$ cat src/rtl/rsc_encoder.sv
// rtl/rsc_encoder.sv - 8-state RSC encoder (1+D2+D3 / 1+D+D3); define RSC_TAIL_EN for 3-cycle trellis termination
module rsc_encoder #(
  parameter int MAX_LEN = 64
) (
  input  logic       clk,
  input  logic       rst,
  input  logic       din,
  input  logic       din_en,
  output logic       sys_out,
  output logic       par_out,
  output logic       out_en,
  output logic       tail_flag,
  output logic       frame_done,
  output logic [6:0] frame_len,
  output logic       len_err
);

  typedef enum logic [1:0] {IDLE, ENC, TAIL, DONE} state_t;

  state_t     state, state_nx;
  logic       s1, s2, s3;
  logic       s1_nx, s2_nx, s3_nx;
  logic [6:0] count, count_nx;
  logic       sys_nx, par_nx, out_en_nx, done_nx, err_nx;
  logic [6:0] len_nx;
  logic       a_enc, par_enc, at_max, take;
`ifdef RSC_TAIL_EN
  logic [1:0] tail_cnt, tail_cnt_nx;
  logic       tail_nx;
`endif

  // Feedback node and parity for a data bit; the encoder only accepts bits from IDLE or a non-full ENC
  assign a_enc   = din ^ s2 ^ s3;
  assign par_enc = a_enc ^ s1 ^ s3;
  assign at_max  = (count == 7'(MAX_LEN));
  assign take    = din_en && ((state == IDLE) || ((state == ENC) && !at_max));

  // Next-state, trellis update and next registered outputs
  always_comb begin
    state_nx  = state;
    s1_nx     = s1;
    s2_nx     = s2;
    s3_nx     = s3;
    count_nx  = count;
    sys_nx    = 1'b0;
    par_nx    = 1'b0;
    out_en_nx = 1'b0;
    done_nx   = 1'b0;
    len_nx    = frame_len;
    err_nx    = len_err;
`ifdef RSC_TAIL_EN
    tail_cnt_nx = tail_cnt;
    tail_nx     = 1'b0;
`endif
    if (take) begin
      sys_nx    = din;
      par_nx    = par_enc;
      out_en_nx = 1'b1;
      s1_nx     = a_enc;
      s2_nx     = s1;
      s3_nx     = s2;
      count_nx  = count + 7'd1;
    end
    case (state)
      IDLE: begin
        if (din_en) state_nx = ENC;
      end
      ENC: begin
        if (din_en) begin
          // A full frame drops further bits and flags the overrun
          if (at_max) err_nx = 1'b1;
        end else begin
`ifdef RSC_TAIL_EN
          state_nx    = TAIL;
          tail_cnt_nx = 2'd0;
`else
          state_nx    = DONE;
`endif
        end
      end
      TAIL: begin
        if (din_en) err_nx = 1'b1;
`ifdef RSC_TAIL_EN
        // Termination input equals the feedback so the node value is zero and the register flushes
        sys_nx      = s2 ^ s3;
        par_nx      = s1 ^ s3;
        out_en_nx   = 1'b1;
        tail_nx     = 1'b1;
        s1_nx       = 1'b0;
        s2_nx       = s1;
        s3_nx       = s2;
        tail_cnt_nx = tail_cnt + 2'd1;
        if (tail_cnt == 2'd2) state_nx = DONE;
`else
        state_nx = IDLE;
`endif
      end
      DONE: begin
        if (din_en) err_nx = 1'b1;
        done_nx  = 1'b1;
        len_nx   = count;
        s1_nx    = 1'b0;
        s2_nx    = 1'b0;
        s3_nx    = 1'b0;
        count_nx = 7'd0;
        state_nx = IDLE;
      end
      default: state_nx = IDLE;
    endcase
  end

  // State, trellis and output registers with synchronous reset
  always_ff @(posedge clk) begin
    if (rst) begin
      state      <= IDLE;
      s1         <= 1'b0;
      s2         <= 1'b0;
      s3         <= 1'b0;
      count      <= 7'd0;
      sys_out    <= 1'b0;
      par_out    <= 1'b0;
      out_en     <= 1'b0;
      frame_done <= 1'b0;
      frame_len  <= 7'd0;
      len_err    <= 1'b0;
    end else begin
      state      <= state_nx;
      s1         <= s1_nx;
      s2         <= s2_nx;
      s3         <= s3_nx;
      count      <= count_nx;
      sys_out    <= sys_nx;
      par_out    <= par_nx;
      out_en     <= out_en_nx;
      frame_done <= done_nx;
      frame_len  <= len_nx;
      len_err    <= err_nx;
    end
  end

`ifdef RSC_TAIL_EN
  // Tail phase counter and tail marker register
  always_ff @(posedge clk) begin
    if (rst) begin
      tail_cnt  <= 2'd0;
      tail_flag <= 1'b0;
    end else begin
      tail_cnt  <= tail_cnt_nx;
      tail_flag <= tail_nx;
    end
  end
`else
  assign tail_flag = 1'b0;
`endif

endmodule

$ cat config.mk
export PLATFORM = sky130hd
export DESIGN_NAME = rsc_encoder
export DESIGN_NICKNAME = d
export VERILOG_FILES = /design/src/rtl/rsc_encoder.sv
export SDC_FILE = /design/constraint.sdc
export NUM_CORES = 1
export LEC_CHECK = 0
export BUFFER_PORTS_ARGS = -buffer_cell sky130_fd_sc_hd__buf_2
export CORE_MARGIN = 3
export CORE_UTILIZATION = 57
export CTS_CLUSTER_SIZE = 8
export DETAILED_ROUTE_END_ITERATION = 7
export GPL_ROUTABILITY_DRIVEN = 0
export PLACE_DENSITY = 0.82
export SLEW_MARGIN = 15
export SYNTH_ARGS = -nofsm -noshare
export SYNTH_HDL_FRONTEND = slang
export SYNTH_SLANG_ARGS = --single-unit
$ cat constraint.sdc
create_clock -name clk -period 2.85 [get_ports clk]
set_input_delay 0.4275 -clock clk [delete_from_list [all_inputs] [get_ports clk]]
set_output_delay 0.4275 -clock clk [all_outputs]
set_load 0.1 [all_outputs]
After elaboration in Yosys (flattened, before gate mapping)
Cells that the tools add are included.
- bitwise logic cells: 5
- shifts and indexed selects: 0
- reduce and logical (&&, ||, !) cells: 11
- divide/modulo/power cells: 0
- mux-type cells: 9
- $lt $le $gt $ge: 0
- eq/ne operators: 9
- $mul: 0
- add/subtract/negate cells: 1
- operators by type and width (kind ; count):
    != test 2 bit, second input constant ; 4
    adder 7 x 1 -> 7 bit, second input constant ; 1
    == test 7 bit, second input constant ; 1
    case mux 2 bit (3 select lines) ; 1
    OR reduction 2 bit ; 3
    2-to-1 mux 1 bit ; 5
    == test 2 bit, second input constant ; 2
    2-to-1 mux 2 bit ; 2
    AND reduction 4 bit ; 1
    XOR 1 bit ; 4
    == test 2 x 1 -> 1 bit, second input constant ; 1
    logical AND 1 bit ; 2
    zero test 2 bit ; 1
    != test 2 x 1 -> 1 bit, second input constant ; 1
    case mux 1 bit (2 select lines) ; 1
    AND reduction 2 bit ; 1
    nonzero test 2 bit ; 1
    zero test 1 bit ; 1
    logical OR 1 bit ; 1
    inverter 1 bit ; 1
- flip-flop bits (word level): 24
- memory bits (read-only): 0
- latch bits: 0
- output and inout port bits: 13
- word-level logic and storage cells: 46
- memory bits (writable): 0
- memories: 0
- bits of input ports: 4

Logic depth before layout (Yosys ltp)
- depth after elaboration: 7
- depth in mapped cells: 5
- mapped depth without buffers: 5

Worst setup path after synthesis
No wires, ideal clock.
- kind: register -> output
- start point: reg len_err
- end point: out len_err
- data arrival time: 0.941 ns
- path slack: 1.481 ns
- data required time: 2.423 ns
- cell stages (with the launch flop): 1
- path buffers: 0
- cell sequence: dfxtp_1
- RTL lines (item ; RTL line ; RTL):
    start, declared ; 15 ; output logic len_err
    start signal, assigned ; 137 ; len_err <= err_nx;
No word-level cell between the ends.

Final worst setup path
- start point: reg frame_len[3]
- end point: out frame_len[3]
- RTL lines (item ; RTL line ; RTL):
    start, declared ; 14 ; output logic [6:0] frame_len,
    start signal, assigned ; 136 ; frame_len <= len_nx;
No word-level cell between the ends.

==> qor.txt <==
====================================================================================
Result of the run                                                          completed
Final Slew Violations                                                              0
Data arrival time of the critical path                                       1.13 ns
Post-synthesis register bit count                                                 24
Number of cells produced by synthesis                                             95
Via count of the first global-routing pass                                       641
TritonCTS clock tree                                                             yes
Largest cells by area after synthesis                                   sky130_fd_sc_hd__dfxtp_1 (48%), sky130_fd_sc_hd__a22o_1 (6.1%), sky130_fd_sc_hd__mux2i_1 (4.0%)
Global Route Usage Sum                                                         0.171
Overflow after GRT                                                                 0
Post-synthesis to final-layout area growth                                     11.2%
Clock Pin Slew Worst Setup and Hold Paths                                    0.13 ns
Ordered list of cells on the worst path                                        buf_2
Worst setup path startpoint                                             frame_len[3]
Vias                                                                             768
Initial antenna violation count                                                    0
Post-synthesis cell type with the largest combined area                 sky130_fd_sc_hd__dfxtp_1
Effective utilization at floorplan                                             0.638
Fraction of post-synthesis cell area in the top cell type by area              0.478
Antenna cells                                                                      0
Sequential area share after synthesis                                          0.478
Count of instances resized after the clock tree is built                           0
Clock insertion delay at the later pin of the skew report                    0.30 ns
Detailed Routing Iterations Pass 1                                                 4
Drt first-iter violations                                                          8
Most common cell after layout, fill and taps aside                      sky130_fd_sc_hd__dfxtp_1
Worst-Margin Slew                                                           0.497 ns
Max H-tree Level                                                                   1
Required time of the critical path                                           2.42 ns
DRC viols                                                                          0
Max Clk Rate                                                                 642 MHz
Rows                                                                              14
Number of buffers inserted for hold repair after clock tree synthesis              0
Num CTS Buffers                                                                    3
Hold Path Class                                                            in -> reg
Average cell area after synthesis                                           10.6 µm²
Port Buf Inserts                                                                  15
Minimum period implied by the final worst setup slack                        1.56 ns
Highest net fanout along the worst path                                            2
Fraction of synthesis flops using an asynchronous set or reset pin                 0
Final hold violations                                                              0
Routed via count divided by cell count                                          6.10
Max incr delay on CP                                                         0.44 ns
Ports                                                                             17
Number of buffers and inverters on the critical path                               1
Power per Cell Area                                                       601 nW/µm²
Post-route clock skew                                                     0.00355 ns
Reg-to-reg critical path startpoint                                         count[0]
Crit start category                                                             flop
Clock sink count                                                                  24
Post CTS Setup Buffer Count                                                        0
Cell area after synthesis                                                   1010 µm²
First-pass GRT wire length                                                   2.90 mm
Critical path class                                                       reg -> out
Total setup violations reported at the end of the flow                             0
Max_slew headroom                                                              0.667
Top delay family on crit path                                           buffers and inverters
Root Buffer                                                             sky130_fd_sc_hd__clkbuf_4
Full die area                                                               2300 µm²
Fraction of layout cells with a size suffix above 1                            0.218
Most common flop cell mapped by yosys                                   sky130_fd_sc_hd__dfxtp_1
Count of antenna-violating nets left after detailed routing                        0
Yosys warning count                                                                0
Detail-routed net length per standard cell                                   14.2 µm
Highest-count cells in the layout ignoring fill and taps                sky130_fd_sc_hd__dfxtp_1 (24), sky130_fd_sc_hd__buf_2 (15), sky130_fd_sc_hd__nand2_1 (10)
DIE HEIGHT                                                                   48.0 µm
Post-synth EDFFs                                                                   0
Static Leak                                                                 0.484 nW
Maximum vdd drop                                                            0.305 mV
Unrepaired setup endpoints after global routing                                false
Nets                                                                             117
Core outline area                                                           1580 µm²
Slowest-stage cell, CP                                                  sky130_fd_sc_hd__buf_2
Synthesized Nets                                                                 101
Fraction of the cycle the final worst path needs                               0.546
Distinct cell type count of the synthesized netlist                               35
Sort of element at the end of the critical path                           output pin
Detailed Route WL                                                            1.79 mm
Buffer levels on the longest clock path                                            2
Half-perimeter wire length after placement                                   1.28 mm
Startpoint of the worst hold path                                             din_en
Setup_tns                                                                       0 ns
Horizontal die dimension                                                     48.0 µm
WHS                                                                         0.396 ns
Max-cap check violation count                                                      0
Largest net degree at the start of global routing                                 20
====================================================================================
==> layer usage <==
| layer | GRT usage | routed length, µm |
|---|---|---|
| met1 | 0.250 | 891 |
| met4 | 0.0484 | 9 |
| met2 | 0.261 | 824 |
| met3 | 0.0226 | 60 |
| met5 | 0 | 0 |
==> worst paths after layout <==
kind	to	slack [ns]	depth (start not counted)
setup / recovery	frame_len[3]	1.29	1
hold / removal	state[1]	0.40	2
setup reg to reg	count[2]	1.37	5
hold reg to reg	frame_len[5]	0.49	1
==> area by class of cell <==
cell class	instances	area (µm²)
clock buffers	3	22.5
inverters	2	7.51
repair buffers	15	75.1
clock inverters	1	30.0
multi-input cells	65	483
well taps	16	20.0
fillers	134	458
flip-flops and latches	24	480
==> Yosys cell counts (2+ instances only) <==
cell / number
sky130_fd_sc_hd__buf_6: 2
sky130_fd_sc_hd__o21ai_0: 2
sky130_fd_sc_hd__inv_1: 2
sky130_fd_sc_hd__mux2i_1: 4
sky130_fd_sc_hd__or4_1: 2
sky130_fd_sc_hd__or3_1: 2
sky130_fd_sc_hd__nor2_1: 4
sky130_fd_sc_hd__a22o_1: 7
sky130_fd_sc_hd__o211ai_1: 2
sky130_fd_sc_hd__ha_1: 2
sky130_fd_sc_hd__nand4b_1: 2
sky130_fd_sc_hd__a21oi_1: 3
sky130_fd_sc_hd__nand3_1: 4
sky130_fd_sc_hd__a21o_1: 2
sky130_fd_sc_hd__nor3_1: 3
sky130_fd_sc_hd__nand2_1: 10
sky130_fd_sc_hd__dfxtp_1: 24
==> through the flow <==
step / power (W) / utilization / cells / area [µm²] / worst slack, ns
final: 0.000672 / 0.710 / 126 / 1120 / 1.29
after detailed placement: 0.000440 / 0.676 / 122 / 1070 / 1.39
after floorplan: 0.000428 / - / 95 / 1010 / 1.48
after global routing: 0.000705 / 0.710 / 126 / 1120 / 1.24
after CTS: 0.000679 / 0.710 / 126 / 1120 / 1.29
after global placement: 0.000437 / 0.676 / 122 / 1070 / 1.41
==> report_power, final <==
part	leakage, nW	switching, W	internal [W]	total (W)
Combinational	0.261	0.0000537	0.0000226	0.0000764
Sequential	0.195	0.0000108	0.000345	0.000356
Clock	0.0279	0.0000979	0.000142	0.000240
Total	0.484	0.000162	0.000510	0.000672
==> registers in the layout, indices dropped and copies added (netlist names) <==
name,flops
count,7
frame_len,7
state,2
frame_done,1
len_err,1
out_en,1
par_out,1
s1,1
s2,1
s3,1
sys_out,1
==> cell families (layout without fill, tap and decap cells) <==
group                    after synthesis  count (layout)  synth area share
flip-flops                            24              24             0.478
multiplexers                           4               4            0.0398
buffers and inverters                  6              21            0.0423
other                                  1               1           0.00373
XOR/XNOR                               3               3            0.0398
AO/OA/AOI/OAI                         21              21             0.168
AND/OR/NAND/NOR                       34              34             0.204
adder cells (fa/ha/maj)                2               2            0.0249
(Power assumes the default switching activity.)
